[src/rtl/core101_pkg.sv]
// rtl/core101_pkg.sv - shared constants for the memory-port arbiter slice
package core101_pkg;

  localparam int XLEN = 32;

  typedef enum logic [1:0] {
    IDLE   = 2'd0,
    ACCESS = 2'd1,
    RESP   = 2'd2
  } state_t;

  localparam logic REQ_IFU = 1'b0;
  localparam logic REQ_LSU = 1'b1;

endpackage

[src/rtl/rr_arbiter2.sv]
// rtl/rr_arbiter2.sv - two-way round-robin arbiter with optional LSU priority
module rr_arbiter2
  import core101_pkg::*;
#(
  parameter int LSU_PRIORITY = 0
) (
  input  logic clk,
  input  logic rst,
  input  logic ifu_req,
  input  logic lsu_req,
  input  logic accept,
  output logic any_req,
  output logic winner
);

  logic rr_last;

  // Pick the winner: a lone requester wins, a tie goes away from the last grant
  always_comb begin
    any_req = ifu_req | lsu_req;
    if (ifu_req && lsu_req) begin
      winner = (LSU_PRIORITY != 0) ? REQ_LSU : ~rr_last;
    end else if (lsu_req) begin
      winner = REQ_LSU;
    end else begin
      winner = REQ_IFU;
    end
  end

  // Remember who was granted last; reset to IFU so the first tie favours LSU
  always_ff @(posedge clk or posedge rst) begin
    if (rst) begin
      rr_last <= REQ_IFU;
    end else if (accept) begin
      rr_last <= winner;
    end
  end

endmodule

[src/rtl/mem_port_arbiter.sv]
// rtl/mem_port_arbiter.sv - shares one memory port between fetch and load/store
module mem_port_arbiter
  import core101_pkg::*;
#(
  parameter int TIMEOUT_CYCLES = 255,
  parameter int LSU_PRIORITY   = 0
) (
  input  logic            clock_in,
  input  logic            reset_in,
  input  logic            ifu_req_in,
  input  logic [XLEN-1:0] ifu_addr_in,
  output logic            ifu_gnt_out,
  output logic            ifu_valid_out,
  output logic [XLEN-1:0] ifu_data_out,
  input  logic            lsu_req_in,
  input  logic            lsu_we_in,
  input  logic [XLEN-1:0] lsu_addr_in,
  input  logic [XLEN-1:0] lsu_wdata_in,
  input  logic [3:0]      lsu_be_in,
  output logic            lsu_gnt_out,
  output logic            lsu_valid_out,
  output logic [XLEN-1:0] lsu_rdata_out,
  output logic            err_out,
  output logic [XLEN-1:0] mem_addr_out,
  output logic [XLEN-1:0] mem_wdata_out,
  output logic [3:0]      mem_be_out,
  output logic            mem_read_out,
  output logic            mem_write_out,
  input  logic [XLEN-1:0] mem_rdata_in,
  input  logic            mem_valid_in,
  output logic            busy_out
);

  // A zero-cycle watchdog still needs a one-bit counter to keep the logic legal
  localparam int CW_RAW = $clog2(TIMEOUT_CYCLES + 1);
  localparam int CW     = (CW_RAW < 1) ? 1 : CW_RAW;
  localparam logic [CW-1:0] CNT_MAX = '1;
  localparam logic [CW-1:0] TO_LAST = CW'(TIMEOUT_CYCLES - 1);
  localparam logic WDOG_ON = (TIMEOUT_CYCLES != 0);

  state_t        state, state_nxt;
  logic          any_req, winner, owner, gnt_q, err_flag;
  logic [CW-1:0] cnt;
  logic          grant, mem_done, timeout_hit;

  rr_arbiter2 #(.LSU_PRIORITY(LSU_PRIORITY)) u_arb (
    .clk     (clock_in),
    .rst     (reset_in),
    .ifu_req (ifu_req_in),
    .lsu_req (lsu_req_in),
    .accept  (grant),
    .any_req (any_req),
    .winner  (winner)
  );

  // Transfer events; memory completion counts only while a transfer is in flight
  always_comb begin
    grant       = (state == IDLE) && any_req;
    mem_done    = (state == ACCESS) && mem_valid_in;
    timeout_hit = (state == ACCESS) && !mem_valid_in && WDOG_ON && (cnt == TO_LAST);
  end

  // State register
  always_ff @(posedge clock_in or posedge reset_in) begin
    if (reset_in) begin
      state <= IDLE;
    end else begin
      state <= state_nxt;
    end
  end

  // Next-state: arbitrate, wait for memory or the watchdog, then one response cycle
  always_comb begin
    state_nxt = state;
    case (state)
      IDLE:    if (grant) state_nxt = ACCESS;
      ACCESS:  if (mem_done || timeout_hit) state_nxt = RESP;
      RESP:    state_nxt = IDLE;
      default: state_nxt = IDLE;
    endcase
  end

  // Handshake outputs decoded from the state and the owner of the transfer
  always_comb begin
    busy_out      = (state != IDLE);
    ifu_gnt_out   = gnt_q && (owner == REQ_IFU);
    lsu_gnt_out   = gnt_q && (owner == REQ_LSU);
    ifu_valid_out = (state == RESP) && (owner == REQ_IFU);
    lsu_valid_out = (state == RESP) && (owner == REQ_LSU);
    err_out       = (state == RESP) && err_flag;
  end

  // Datapath: latch the winner's request, run the watchdog, capture the response
  always_ff @(posedge clock_in or posedge reset_in) begin
    if (reset_in) begin
      gnt_q         <= 1'b0;
      owner         <= REQ_IFU;
      cnt           <= '0;
      err_flag      <= 1'b0;
      mem_addr_out  <= '0;
      mem_wdata_out <= '0;
      mem_be_out    <= '0;
      mem_read_out  <= 1'b0;
      mem_write_out <= 1'b0;
      ifu_data_out  <= '0;
      lsu_rdata_out <= '0;
    end else begin
      gnt_q <= grant;
      if (grant) begin
        owner    <= winner;
        cnt      <= '0;
        err_flag <= 1'b0;
        if (winner == REQ_LSU) begin
          mem_addr_out  <= lsu_addr_in;
          mem_wdata_out <= lsu_wdata_in;
          mem_be_out    <= lsu_be_in;
          mem_read_out  <= ~lsu_we_in;
          mem_write_out <= lsu_we_in;
        end else begin
          mem_addr_out  <= ifu_addr_in;
          mem_wdata_out <= '0;
          mem_be_out    <= 4'hF;
          mem_read_out  <= 1'b1;
          mem_write_out <= 1'b0;
        end
      end else if (mem_done) begin
        mem_read_out  <= 1'b0;
        mem_write_out <= 1'b0;
        // A write completion is only an acknowledge; the held read word stays
        if (!mem_write_out) begin
          if (owner == REQ_IFU) ifu_data_out  <= mem_rdata_in;
          else                  lsu_rdata_out <= mem_rdata_in;
        end
      end else if (timeout_hit) begin
        mem_read_out  <= 1'b0;
        mem_write_out <= 1'b0;
        err_flag      <= 1'b1;
        if (owner == REQ_IFU) ifu_data_out  <= '0;
        else                  lsu_rdata_out <= '0;
      end else if (state == ACCESS) begin
        if (cnt != CNT_MAX) cnt <= cnt + 1'b1;
      end else if (state == RESP) begin
        cnt      <= '0;
        err_flag <= 1'b0;
      end
    end
  end

endmodule

[config.mk]
export PLATFORM = sky130hd
export DESIGN_NAME = mem_port_arbiter
export DESIGN_NICKNAME = d
export VERILOG_FILES = /design/src/rtl/core101_pkg.sv /design/src/rtl/rr_arbiter2.sv /design/src/rtl/mem_port_arbiter.sv
export SDC_FILE = /design/constraint.sdc
export NUM_CORES = 1
export LEC_CHECK = 0
export ABC_AREA = 1
export CORE_MARGIN = 5
export CORE_UTILIZATION = 40
export DETAILED_ROUTE_END_ITERATION = 12
export GPL_TIMING_DRIVEN = 0
export PLACE_DENSITY = 0.87
export SYNTH_ARGS = -nofsm -noshare
export SYNTH_HDL_FRONTEND = slang
export SYNTH_SLANG_ARGS = --single-unit
[constraint.sdc]
create_clock -name clock_in -period 6.9 [get_ports clock_in]
set_input_delay 1.725 -clock clock_in [delete_from_list [all_inputs] [get_ports clock_in]]
set_output_delay 1.725 -clock clock_in [all_outputs]
set_load 0.1 [all_outputs]
* After elaboration in Yosys (flattened, before gate mapping)
Index checks and enable logic that the tools add are counted.
Operators by class: $add $sub $neg 1, eq/ne operators 11, mux-type cells 35, bitwise operators 4, reductions and logical operators 23
Operators with widths (count):
- two-way mux 32 bit | 12
- two-way mux 8 bit | 6
- two-way mux 1 bit | 13
- AND reduction 4 bit | 3
- logical AND 1 bit | 10
- nonzero test 3 bit | 3
- adder 8 x 1 -> 8 bit (second input constant) | 1
- == test 8 bit (second input constant) | 1
- inequality test 2 bit (second input constant) | 4
- inequality test 8 bit (second input constant) | 1
- two-way mux 2 bit | 2
- two-way mux 4 bit | 1
- one-hot mux 2 bit (2 select lines) | 1
- nonzero test 2 bit | 2
- inequality test 3 x 2 -> 1 bit (second input constant) | 1
- inequality test 3 bit (second input constant) | 1
- NOT 1 bit | 3
- AND reduction 3 bit | 1
- == test 2 x 1 -> 1 bit (second input constant) | 1
- == test 2 bit (second input constant) | 1
- zero test 2 bit | 1
- inequality test 2 x 1 -> 1 bit (second input constant) | 1
- AND reduction 2 bit | 1
- zero test 1 bit | 1
- other kinds (2) | 2
Storage, ports and cells: register bits after elaboration 147, input bits 138, output and inout port bits 140

* Logic depth before layout (Yosys ltp)
depth after elaboration 6, mapped depth 10, gate-level depth less buffers 10

* Hierarchy
A second synthesis with hierarchy kept.
Unflattened totals: cells, all modules 737, area total of the unflattened synthesis 6443.7 um^2
By module, submodules not included:
- mem_port_arbiter | times used 1, cells an instance 728, area each 6381.1 um^2
- rr_arbiter2 | times used 1, cells an instance 9, area each 62.6 um^2

* Worst setup path before layout
No wires, ideal clock.
path type reg2out, from register state[0], to output port err_out, arrival 1.810 ns, required time 5.175 ns, slack 3.365 ns, cell stages (with the launch flop) 4, buffers on the path 0, path through dfrtp_1 -> inv_1 -> nand2_1 -> nor2_1
On the way: word-level cells in the longest chain between the ends 2
RTL lines:
- start, declared | line mem_port_arbiter.sv:41 | state_t state, state_nxt;
- start signal, assigned | line mem_port_arbiter.sv:68 | state <= state_nxt;
- == test 2 bit | line mem_port_arbiter.sv:90 | err_out = (state == RESP) && err_flag;
- logical AND 1 bit | line mem_port_arbiter.sv:90
- end, declared | line mem_port_arbiter.sv:23 | output logic err_out,
Every way passes these cells.

* Worst setup path after layout
from register owner, to output port lsu_valid_out
On the way: word-level cells in the longest chain between the ends 1
RTL lines:
- start, declared | line mem_port_arbiter.sv:42 | logic any_req, winner, owner, gnt_q, err_flag;
- start signal, assigned | line mem_port_arbiter.sv:110 | owner <= winner;
- logical AND 1 bit | line mem_port_arbiter.sv:89 | lsu_valid_out = (state == RESP) && (owner == REQ_LSU);
- end, declared | line mem_port_arbiter.sv:21 | output logic lsu_valid_out,
Every way passes these cells.

==> qor.csv <==
stage;metric;value;unit
sta;setup_viol;0;
die;dieArea;18640;um^2
global_routing;antenna_found_initial;0;
synth;ys_seq_elements;147;
layout;layout-drive-gt1-share;9.551;%
layout;regArea;3679;um^2
layout;fin_cells;1263;
die;rows;46;
setup_path;timing.critical_path.required;5.18;ns
drt;via_per_inst;4.705;
clock_tree;cts_resized;0;
synth;synth-edff-count;0;
drt;vias;5943;
die;ios;278;
die;start_util;40.61;%
setup_path;cp-end-kind;primary output;
setup_path;path_cells;inv_1, nor2_1, clkdlybuf4s50_1;
drt;first_iter_violations;339;
layout;nets;1174;
worst_hold_path;min_path_cells;2;
synth;syn-num-nets;877;
setup_path;path_max_fanout;6;
sta;fin_crit;4.181;ns
global_routing;grt_pass1_vias;5997;
clock_tree;cts_inserted_buffers;17;
drt;drc;0;
setup_path;cpPeakStageDelay;1.16;ns
sta;max_slew.worst_pin.slew;1.054;ns
worst_hold_path;holdCritPathClass;register to register;
sta;fmax;0.2392;GHz
status;status;complete, no violations;
place;gp_congestion;0.8241;
global_routing;grt_max_degree;84;
clock_tree;cts_root_buf;clkbuf_16;
drt;first_pass_iters;5;
die;die_h;136.5;um
synth;yosysWarnings;0;
global_routing;grt_pass1_wl;31020;um
place;post-place-cells;1231;
clock_tree;post_cts_buffers;0;
setup_path;cp_slowest_cell;clkdlybuf4s50_1;
setup_path;crit_type;register to primary output;
clock_tree;clockBufferDepth;2;
layout;synthToLayoutAreaGrowth;56.85;%
synth;async_flop_share;100.0;%
die;coreArea;15770;um^2
setup_path;crit_arrival;2.46;ns
synth;avgSynthCellArea;8.690;um^2
clock_tree;cts_tree;yes;
place;hpwlAfterDp;15650;um
clock_tree;cts_max_level;4;
drt;routed_wl;20340;um
sta;rsz0062_at_grt;no;
layout;diodes;0;
setup_path;rr_worst_depth;6;
clock_tree;cts_hold_buffers;0;
layout;n_fill_cell;1305;
synth;synth.distinct_cells;25;
drt;avgRoutedWirePerCell;16.11;um
sta;slew_violations;0;
run;max_cap_violations;0;
drt;final_antenna_net_count;0;
clock_tree;clk_pin_slew;0.06;ns
global_routing;overflow;0;
setup_path;reg2reg_slack;5.20;ns
clock_tree;insertion_delay;0.42;ns
die;die_w;136.5;um
synth;syn_area;6405;um^2
synth;seq_area_frac_synth;57.43;%
global_routing;track_usage;21.62;%
sta;finClkSkew;0.008021;ns
place;place.port_buffers;277;
clock_tree;clock_sinks;147;
sta;final_hold_viol_count;0;
sta;max-slew-margin-rel;29.49;%
synth;synth-main-ff-cell;dfrtp_1;
sta;period_share;60.60;%
setup_path;start_kind;register;
layout;multiInputGateArea;2281;um^2
synth;netlist_instances;737;
synth_stat cells (3+ instances only):
master | count | area (um^2)
dfrtp_1 | 147 | 3679
buf_6 | 6 | 67.56
nor2_1 | 84 | 315.3
o21ai_1 | 20 | 100.1
nand2_1 | 261 | 979.7
nand2_2 | 23 | 143.9
clkbuf_1 | 4 | 15.01
nand2_4 | 5 | 56.30
o22a_1 | 4 | 35.03
buf_2 | 21 | 105.1
o21ai_0 | 49 | 245.2
nand3_1 | 11 | 55.05
inv_2 | 3 | 11.26
a22o_1 | 32 | 280.3
inv_1 | 54 | 202.7
stage by stage:
step / utilization (%) / hold slack (ns) / setup TNS (ns) / setup slack (ns) / area, um^2
global route: 63.70 / 0.4904 / 0 / 2.652 / 10050
floorplan: - / 0.4687 / 0 / 1.224 / 6405
CTS: 63.70 / 0.4725 / 0 / 2.686 / 10050
global placement: 59.91 / 0.4520 / -113.95 / -0.7817 / 9448
detailed placement: 60.12 / 0.4570 / 0 / 3.140 / 9480
finish: 63.70 / 0.4726 / 0 / 2.719 / 10050
registers in the layout (all words and copies together) (netlist names):
name,count
state,2
mem_write_out,1
ifu_data_out,32
mem_read_out,1
mem_be_out,4
owner,1
cnt,8
lsu_rdata_out,32
err_flag,1
mem_wdata_out,32
gnt_q,1
mem_addr_out,32
kinds of logic after synthesis:
group | share of synthesized area [%]
DFF | 57.43
buffers and inverters | 6.954
AOI/OAI and AO/OA | 10.39
adders and majority gates | 0.3906
and+or+nand+nor | 24.83
layout make-up:
| type | instances | area share (%) |
|---|---|---|
| well taps | 216 | 2.690 |
| inverters | 58 | 2.242 |
| repair buffers | 278 | 27.87 |
| clock inverters | 13 | 1.221 |
| plain buffers | 35 | 2.242 |
| flip-flops and latches | 147 | 36.62 |
| clock buffers | 19 | 4.409 |
| multi-input cells | 497 | 22.71 |
per-layer routing:
metal	routed length [um]	share of wire, %	up-vias	track usage [%]
met5	0	0	-	0
met4	488	2.4	0	8.007
met3	2013	9.9	35	7.647
met2	10290	51	246	38.94
met1	7550	37	2757	23.26
li1	-	-	2905	-
critical path: cells and delay by family, from the launching register on:
family / cells / cell delay [ns]
flip-flops: 1 / 0.57
AND/OR/NAND/NOR: 1 / 0.14
buffers and inverters: 2 / 1.33
cells in the final DEF, fill, tap and decap left out:
| cell type | n |
|---|---|
| a21oi_1 | 1 |
| a22o_1 | 32 |
| buf_12 | 1 |
| buf_16 | 1 |
| buf_2 | 21 |
| buf_4 | 1 |
| buf_6 | 6 |
| bufinv_16 | 1 |
| clkbuf_1 | 5 |
| clkbuf_16 | 17 |
| clkbuf_2 | 2 |
| clkbuf_8 | 1 |
| clkdlybuf4s50_1 | 277 |
| clkinv_2 | 3 |
| clkinv_4 | 3 |
| clkinvlp_4 | 1 |
| dfrtp_1 | 147 |
| ha_1 | 2 |
| inv_1 | 53 |
| inv_2 | 3 |
| inv_4 | 1 |
| inv_6 | 6 |
| nand2_1 | 261 |
| nand2_2 | 23 |
| nand2_4 | 5 |
| nand3_1 | 11 |
| nand3_2 | 1 |
| nand4_1 | 1 |
| nor2_1 | 84 |
| nor2_2 | 2 |
| nor2_4 | 1 |
| o21ai_0 | 49 |
| o21ai_1 | 20 |
| o22a_1 | 4 |
path summary, 6_finish.rpt:
path | start | to
worst max-delay path | owner | lsu_valid_out
worst min-delay path | lsu_rdata_out[17] | lsu_rdata_out[17]
worst max register to register | owner | mem_addr_out[8]
worst min register to register | lsu_rdata_out[17] | lsu_rdata_out[17]
max in group asynchronous | reset_in | ifu_data_out[11]
min in group asynchronous | reset_in | mem_wdata_out[0]
Power is left out: the tool's default activity adds up to more than one toggle a clock period on the data nets, which glitch-free logic cannot reach.
